==> config.mk <==
export PLATFORM = sky130hd
export DESIGN_NAME = lcd_hd44780_ctrl
export DESIGN_NICKNAME = d
export VERILOG_FILES = /design/src/rtl/lcd_hd44780_ctrl.sv
export SDC_FILE = /design/constraint.sdc
export NUM_CORES = 1
export LEC_CHECK = 0
export ABC_AREA = 1
export CORE_UTILIZATION = 45
export CTS_CLUSTER_SIZE = 16
export DETAILED_ROUTE_END_ITERATION = 16
export PLACE_DENSITY = 0.82
export SYNTH_ARGS = -nofsm -noshare
export SYNTH_HDL_FRONTEND = slang
export SYNTH_SLANG_ARGS = --single-unit
==> constraint.sdc <==
create_clock -name clk_i -period 2 [get_ports clk_i]
set_clock_uncertainty 0.1 [all_clocks]
set_input_delay 0.2 -clock clk_i [delete_from_list [all_inputs] [get_ports clk_i]]
set_output_delay 0.2 -clock clk_i [all_outputs]
set_load 0.03 [all_outputs]
==> src/rtl/lcd_hd44780_ctrl.sv <==
// HD44780 character LCD write controller: power-up init, timed write
// cycles, a one-entry request buffer and a CPU-readable status word.
module lcd_hd44780_ctrl #(
    parameter int T_PWR   = 750000,
    parameter int T_SU    = 3,
    parameter int T_PW    = 13,
    parameter int T_HD    = 3,
    parameter int T_SHORT = 2500,
    parameter int T_LONG  = 100000,
    parameter int CNT_W   = 20
) (
    input  logic        clk_i,
    input  logic        rst_i,
    input  logic [31:0] lcd_reg_i,
    output logic [7:0]  lcd_data_o,
    output logic        lcd_rs_o,
    output logic        lcd_rw_o,
    output logic        lcd_en_o,
    output logic        lcd_on_o,
    output logic        lcd_blon_o,
    output logic [31:0] status_o
);

    localparam logic [2:0] S_PWRUP = 3'd0;
    localparam logic [2:0] S_SETUP = 3'd1;
    localparam logic [2:0] S_PULSE = 3'd2;
    localparam logic [2:0] S_HOLD  = 3'd3;
    localparam logic [2:0] S_WAIT  = 3'd4;
    localparam logic [2:0] S_IDLE  = 3'd5;

    localparam logic [CNT_W-1:0] LD_PWR   = CNT_W'(T_PWR - 1);
    localparam logic [CNT_W-1:0] LD_SU    = CNT_W'(T_SU - 1);
    localparam logic [CNT_W-1:0] LD_PW    = CNT_W'(T_PW - 1);
    localparam logic [CNT_W-1:0] LD_HD    = CNT_W'(T_HD - 1);
    localparam logic [CNT_W-1:0] LD_SHORT = CNT_W'(T_SHORT - 1);
    localparam logic [CNT_W-1:0] LD_LONG  = CNT_W'(T_LONG - 1);

    function automatic logic [7:0] init_cmd(input logic [1:0] s);
        logic [7:0] c;
        case (s)
            2'd0:    c = 8'h38;
            2'd1:    c = 8'h0C;
            2'd2:    c = 8'h01;
            default: c = 8'h06;
        endcase
        return c;
    endfunction

    logic [2:0]       state_q, state_d;
    logic [CNT_W-1:0] timer_q, timer_d;
    logic             cur_rs_q, cur_rs_d;
    logic [7:0]       cur_data_q, cur_data_d;
    logic             pend_v_q, pend_v_d;
    logic             pend_rs_q, pend_rs_d;
    logic [7:0]       pend_data_q, pend_data_d;
    logic             ovf_q, ovf_d;
    logic             init_done_q, init_done_d;
    logic [1:0]       step_q, step_d;
    logic             go_prev_q, clr_prev_q;
    logic             on_q, blon_q;

    logic go_edge, clr_edge, tmr_done, init_last;
    logic drain, is_long, direct, ovf_set;

    assign go_edge   = lcd_reg_i[10] & ~go_prev_q;
    assign clr_edge  = lcd_reg_i[11] & ~clr_prev_q;
    assign tmr_done  = (timer_q == '0);
    assign init_last = init_done_q | (step_q == 2'd3);
    assign is_long   = ~cur_rs_q & ((cur_data_q == 8'h01) |
                                    (cur_data_q == 8'h02) |
                                    (cur_data_q == 8'h03));
    // Pending leaves the buffer at the end of a post-init WAIT, or from IDLE
    // when a request landed in the buffer on the last WAIT cycle.
    assign drain  = pend_v_q & (((state_q == S_WAIT) & tmr_done & init_last) |
                                (state_q == S_IDLE));
    assign direct = go_edge & (state_q == S_IDLE) & ~pend_v_q;

    // Next-state, timer, transfer and buffer logic
    always_comb begin
        state_d     = state_q;
        timer_d     = tmr_done ? timer_q : timer_q - 1'b1;
        cur_rs_d    = cur_rs_q;
        cur_data_d  = cur_data_q;
        step_d      = step_q;
        init_done_d = init_done_q;
        pend_v_d    = pend_v_q & ~drain;
        pend_rs_d   = pend_rs_q;
        pend_data_d = pend_data_q;
        ovf_set     = 1'b0;

        case (state_q)
            S_PWRUP: if (tmr_done) begin
                state_d    = S_SETUP;
                timer_d    = LD_SU;
                cur_rs_d   = 1'b0;
                cur_data_d = init_cmd(2'd0);
                step_d     = 2'd0;
            end
            S_SETUP: if (tmr_done) begin
                state_d = S_PULSE;
                timer_d = LD_PW;
            end
            S_PULSE: if (tmr_done) begin
                state_d = S_HOLD;
                timer_d = LD_HD;
            end
            S_HOLD: if (tmr_done) begin
                state_d = S_WAIT;
                timer_d = is_long ? LD_LONG : LD_SHORT;
            end
            S_WAIT: if (tmr_done) begin
                if (!init_last) begin
                    state_d    = S_SETUP;
                    timer_d    = LD_SU;
                    step_d     = step_q + 2'd1;
                    cur_rs_d   = 1'b0;
                    cur_data_d = init_cmd(step_q + 2'd1);
                end else begin
                    init_done_d = 1'b1;
                    if (pend_v_q) begin
                        state_d    = S_SETUP;
                        timer_d    = LD_SU;
                        cur_rs_d   = pend_rs_q;
                        cur_data_d = pend_data_q;
                    end else begin
                        state_d = S_IDLE;
                    end
                end
            end
            S_IDLE: begin
                if (pend_v_q) begin
                    state_d    = S_SETUP;
                    timer_d    = LD_SU;
                    cur_rs_d   = pend_rs_q;
                    cur_data_d = pend_data_q;
                end else if (go_edge) begin
                    state_d    = S_SETUP;
                    timer_d    = LD_SU;
                    cur_rs_d   = lcd_reg_i[9];
                    cur_data_d = lcd_reg_i[7:0];
                end
            end
            default: begin
                state_d = S_PWRUP;
                timer_d = LD_PWR;
            end
        endcase

        if (go_edge && !direct) begin
            if (!pend_v_q || drain) begin
                pend_v_d    = 1'b1;
                pend_rs_d   = lcd_reg_i[9];
                pend_data_d = lcd_reg_i[7:0];
            end else begin
                ovf_set = 1'b1;
            end
        end

        ovf_d = ovf_set ? 1'b1 : (clr_edge ? 1'b0 : ovf_q);
    end

    // State registers; reset restarts the full power-up sequence
    always_ff @(posedge clk_i) begin
        if (rst_i) begin
            state_q     <= S_PWRUP;
            timer_q     <= LD_PWR;
            cur_rs_q    <= 1'b0;
            cur_data_q  <= 8'h00;
            pend_v_q    <= 1'b0;
            pend_rs_q   <= 1'b0;
            pend_data_q <= 8'h00;
            ovf_q       <= 1'b0;
            init_done_q <= 1'b0;
            step_q      <= 2'd0;
            go_prev_q   <= lcd_reg_i[10];
            clr_prev_q  <= lcd_reg_i[11];
            on_q        <= 1'b0;
            blon_q      <= 1'b0;
        end else begin
            state_q     <= state_d;
            timer_q     <= timer_d;
            cur_rs_q    <= cur_rs_d;
            cur_data_q  <= cur_data_d;
            pend_v_q    <= pend_v_d;
            pend_rs_q   <= pend_rs_d;
            pend_data_q <= pend_data_d;
            ovf_q       <= ovf_d;
            init_done_q <= init_done_d;
            step_q      <= step_d;
            go_prev_q   <= lcd_reg_i[10];
            clr_prev_q  <= lcd_reg_i[11];
            on_q        <= lcd_reg_i[31];
            blon_q      <= lcd_reg_i[30];
        end
    end

    assign lcd_en_o   = (state_q == S_PULSE);
    assign lcd_rs_o   = cur_rs_q;
    assign lcd_data_o = cur_data_q;
    assign lcd_rw_o   = 1'b0;
    assign lcd_on_o   = on_q;
    assign lcd_blon_o = blon_q;
    assign status_o   = {28'd0, init_done_q, ovf_q, pend_v_q,
                         (state_q != S_IDLE) | pend_v_q};

endmodule

==> metrics.txt <==
# TYPE chip_impl_metric gauge
chip_impl_metric{name="firstDrtPassIters",unit=""} 4
chip_impl_metric{name="yosysUniqueCellTypes",unit=""} 39
chip_impl_metric{name="post_synthesis_average_cell_area",unit="um^2"} 6.89
chip_impl_metric{name="synth_sequential_area_ratio",unit="%"} 29.6
chip_impl_metric{name="vias",unit=""} 3013
chip_impl_info{name="whs_endpoint",value="go_prev_q"} 1
chip_impl_metric{name="rows",unit=""} 31
chip_impl_info{name="path_class",value="flip-flop to flip-flop"} 1
chip_impl_metric{name="r2r_setup_slack",unit="ns"} 0.14
chip_impl_info{name="critical_path.reg2reg.startpoint",value="timer_q[0]"} 1
chip_impl_metric{name="holdPathStages",unit=""} 1
chip_impl_info{name="grt_setup_unrepaired",value="false"} 1
chip_impl_metric{name="p_leak",unit="nW"} 1.77
chip_impl_metric{name="post_route_cells_drive_above_1_share",unit="%"} 14.2
chip_impl_metric{name="dieHeight",unit="um"} 88.6
chip_impl_metric{name="min_period_over_period",unit="%"} 93.0
chip_impl_metric{name="timing.setup.tns",unit="ns"} 0
chip_impl_info{name="worstReg2RegEnd",value="timer_q[14]"} 1
chip_impl_metric{name="clock_tree_buffer_depth",unit=""} 2
chip_impl_metric{name="postSynth.asyncResetShare",unit="%"} 0
chip_impl_metric{name="fill_cells",unit=""} 701
chip_impl_metric{name="pwr-share-comb",unit="%"} 13.2
chip_impl_metric{name="via_count_of_the_first_global_routing_pass",unit=""} 2687
chip_impl_metric{name="design.final.nets",unit=""} 570
chip_impl_metric{name="placeableCoreArea",unit="um^2"} 7250
chip_impl_info{name="holdCritStartpoint",value="lcd_reg_i[10]"} 1
chip_impl_metric{name="power.share.clock",unit="%"} 33.0
chip_impl_metric{name="cell_internal_pwr",unit="mW"} 1.35
chip_impl_metric{name="synth-warning-count",unit=""} 0
chip_impl_metric{name="final.min_clock_period",unit="ns"} 1.86
chip_impl_info{name="worstSetupEndpointType",value="flip-flop"} 1
chip_impl_info{name="layout_commonest_cell",value="sky130_fd_sc_hd__nand2_1"} 1
chip_impl_metric{name="power_switching_share",unit="%"} 29.8
chip_impl_metric{name="dr_wl_cell",unit="um"} 11.4
chip_impl_metric{name="fmax",unit="MHz"} 538
chip_impl_metric{name="globalRouteOverflowTotal",unit=""} 0
chip_impl_metric{name="worst_hold_slack",unit="ns"} 0.230
chip_impl_metric{name="cts_sinks",unit=""} 50
chip_impl_metric{name="post_drt_via_cell_ratio",unit=""} 4.80
chip_impl_info{name="cpMostUsedCell",value="sky130_fd_sc_hd__nand2_1"} 1
chip_impl_metric{name="start_util",unit="%"} 46.6
chip_impl_metric{name="htree_num_levels",unit=""} 2
chip_impl_metric{name="timing.critical_path.arrival",unit="ns"} 2.03
chip_impl_metric{name="register_cell_area_after_layout",unit="um^2"} 1000
chip_impl_metric{name="grt_first_pass_wirelength",unit="um"} 11700
chip_impl_metric{name="timing.final.setup_violations",unit=""} 0
chip_impl_metric{name="cts.reportedPaths.clkPinSlew",unit="ns"} 0.11
chip_impl_metric{name="report.final.slew_viol_count",unit=""} 0
chip_impl_metric{name="ff_latch_count_synth",unit=""} 50
chip_impl_metric{name="crit_required",unit="ns"} 2.17
chip_impl_metric{name="synth_edf_count",unit=""} 0
chip_impl_metric{name="cts_setup_buffers",unit=""} 0
chip_impl_metric{name="flow.area_growth_from_synthesis",unit="%"} 12.6
chip_impl_metric{name="finalHoldViolations",unit=""} 0
chip_impl_metric{name="timing.critical_path.fanout_max",unit=""} 4
chip_impl_info{name="synthFlopType",value="sky130_fd_sc_hd__dfxtp_1"} 1
chip_impl_metric{name="n_antenna_cell",unit=""} 0
chip_impl_metric{name="initialDrtViolationCount",unit=""} 111
chip_impl_metric{name="fp.dieArea",unit="um^2"} 7860
chip_impl_metric{name="track_usage",unit="%"} 19.2
chip_impl_metric{name="reg2reg_depth",unit=""} 10
chip_impl_metric{name="insertion_delay_of_the_later_clocked_pin_in_the_worst_skew_pair",unit="ns"} 0.33
chip_impl_metric{name="cts_inserted_buffers",unit=""} 5
chip_impl_info{name="root_buffer",value="sky130_fd_sc_hd__clkbuf_8"} 1
chip_impl_metric{name="multi_input_area",unit="um^2"} 1950
chip_impl_info{name="crit_path_cell_trace",value="inv_1 > buf_4 > ha_1 > nand2_1 > nor2_2 > nand2_1 > nor2_2 > a21oi_1 > nand3b_1 > nand2_1"} 1
chip_impl_info{name="critical_path_top_delay_cell",value="sky130_fd_sc_hd__dfxtp_1"} 1
chip_impl_info{name="hold_class",value="input port to flip-flop"} 1
chip_impl_metric{name="detail_route.wirelength",unit="um"} 7130
chip_impl_metric{name="irDropWorstVdd",unit="mV"} 0.279
chip_impl_metric{name="place.gp.congestion",unit=""} 0.900
chip_impl_info{name="final_cell_mix",value="sky130_fd_sc_hd__nand2_1, sky130_fd_sc_hd__nor2_1, sky130_fd_sc_hd__inv_1, sky130_fd_sc_hd__dfxtp_1, sky130_fd_sc_hd__nand3_1"} 1
chip_impl_metric{name="layout.core_utilization",unit="%"} 52.4
chip_impl_metric{name="fp.dieW",unit="um"} 88.6
chip_impl_metric{name="drc_errors",unit=""} 0
chip_impl_info{name="clock_tree_from_tritoncts",value="yes"} 1
chip_impl_metric{name="power.density_cell_area",unit="nW/um^2"} 507
chip_impl_metric{name="critical-path-max-stage-delay",unit="ns"} 0.34
chip_impl_metric{name="power_frac_seq",unit="%"} 53.8
chip_impl_metric{name="netlist_instances",unit=""} 490
chip_impl_info{name="outcome",value="completed"} 1
chip_impl_metric{name="dpl.hpwl",unit="um"} 5450
chip_impl_metric{name="timing.max_cap.violations",unit=""} 0
chip_impl_metric{name="synth_area",unit="um^2"} 3380
chip_impl_metric{name="final_antenna_net_count",unit=""} 0
chip_impl_metric{name="power_switching",unit="mW"} 0.575
chip_impl_info{name="cp-start-kind",value="flip-flop"} 1
chip_impl_metric{name="port_buffers",unit=""} 30
chip_impl_metric{name="grt_antenna_before_repair",unit=""} 0
chip_impl_metric{name="io-pin-count",unit=""} 79
chip_impl_metric{name="grt_start_max_net_pins",unit=""} 21
[metal layers]
layer,global-route usage [%],vias up,share of wire [%]
li1,-,1567,-
met1,23.2,1359,44
met2,33.8,77,49
met3,3.17,10,4.7
met4,7.92,0,1.4
met5,0,-,0
[final cells by class]
| class | count | share of cell area, % |
|---|---|---|
| well taps | 99 | 3.26 |
| repair buffers | 46 | 10.9 |
| clock buffers | 5 | 1.81 |
| inverters | 58 | 5.79 |
| clock inverters | 3 | 0.625 |
| flip-flops and latches | 50 | 26.3 |
| multi-input cells | 367 | 51.3 |
[how the worst max path moves through the flow]
| stage | startpoint | to | slack, ns | depth (start not counted) |
|---|---|---|---|---|
| final | timer_q[0] | timer_q[14] | 0.14 | 10 |
| after floorplan | timer_q[0] | timer_q[0] | 0.23 | 10 |
| after CTS | state_q[1] | status_o[0] | 0.07 | 7 |
| after global routing | timer_q[0] | pend_data_q[4] | 0.01 | 11 |
| after detailed placement | timer_q[0] | timer_q[9] | 0.11 | 9 |
| after global placement | timer_q[0] | timer_q[9] | 0.16 | 9 |
[flip-flops by register name, indices dropped and copies added, names as in the netlist, 2 cells and up]
register / count
pend_data_q: 8
lcd_data_o: 8
step_q: 2
timer_q: 20
state_q: 3
[critical path: cells and delay by family (launching register included)]
family                     cells  cell delay [ns]
and+or+nand+nor                6             0.91
buffers and inverters          2             0.20
adders and majority gates      1             0.17
DFF                            1             0.34
AOI/OAI and AO/OA              1             0.08
[repair_timing]
action                     in CTS  in global routing
resized for setup               2                  6
setup endpoints to repair       2                 14
pin swaps                       0                  0
hold buffers                    0                  0
[through the flow]
| stage | cell area (um^2) | cells | total power, mW | setup slack, ns |
|---|---|---|---|---|
| floorplan | 3480 | 518 | 1.30 | 0.226 |
| global placement | 3700 | 620 | 1.31 | 0.165 |
| detailed placement | 3700 | 620 | 1.31 | 0.111 |
| CTS | 3790 | 628 | 1.95 | 0.0744 |
| global route | 3800 | 628 | 2.01 | 0.0110 |
| finish | 3800 | 628 | 1.93 | 0.140 |
[power groups by stage]
stage / clock network (mW) / logic, mW / registers (mW)
global route: 0.685 / 0.282 / 1.04
floorplan: 0 / 0.235 / 1.06
detailed placement: 0 / 0.254 / 1.06
global placement: 0 / 0.249 / 1.06
finish: 0.637 / 0.255 / 1.04
CTS: 0.655 / 0.254 / 1.04
[cell usage after synthesis, types with 4 or more instances]
master | instances | share of area (%)
sky130_fd_sc_hd__inv_1 | 54 | 6.0
sky130_fd_sc_hd__xor2_1 | 6 | 1.6
sky130_fd_sc_hd__a21oi_1 | 28 | 4.1
sky130_fd_sc_hd__nor2_2 | 6 | 1.1
sky130_fd_sc_hd__a21oi_2 | 9 | 2.3
sky130_fd_sc_hd__dfxtp_1 | 50 | 30
sky130_fd_sc_hd__nand2_2 | 5 | 0.93
sky130_fd_sc_hd__clkbuf_1 | 5 | 0.56
sky130_fd_sc_hd__nor2_1 | 55 | 6.1
sky130_fd_sc_hd__nand3_1 | 39 | 5.8
sky130_fd_sc_hd__buf_4 | 35 | 7.8
sky130_fd_sc_hd__nor2_4 | 7 | 2.3
sky130_fd_sc_hd__nand2_1 | 106 | 12
sky130_fd_sc_hd__ha_1 | 8 | 3.0
sky130_fd_sc_hd__nand2_4 | 7 | 2.3
sky130_fd_sc_hd__o21ai_0 | 25 | 3.7
sky130_fd_sc_hd__o21ai_1 | 4 | 0.59
sky130_fd_sc_hd__nor3_1 | 8 | 1.2
[kinds of logic (layout without fill, tap and decap cells)]
group	after synthesis	in the layout	synth area share (%)
buffers and inverters	101	112	16.1
AND/OR/NAND/NOR	250	250	37.0
adder cells (fa/ha/maj)	8	8	2.96
other	1	29	0.111
AO/OA/AOI/OAI	72	72	12.1
flip-flops	50	50	29.6
XOR/XNOR	8	8	2.07
(Power assumes the default switching activity.)
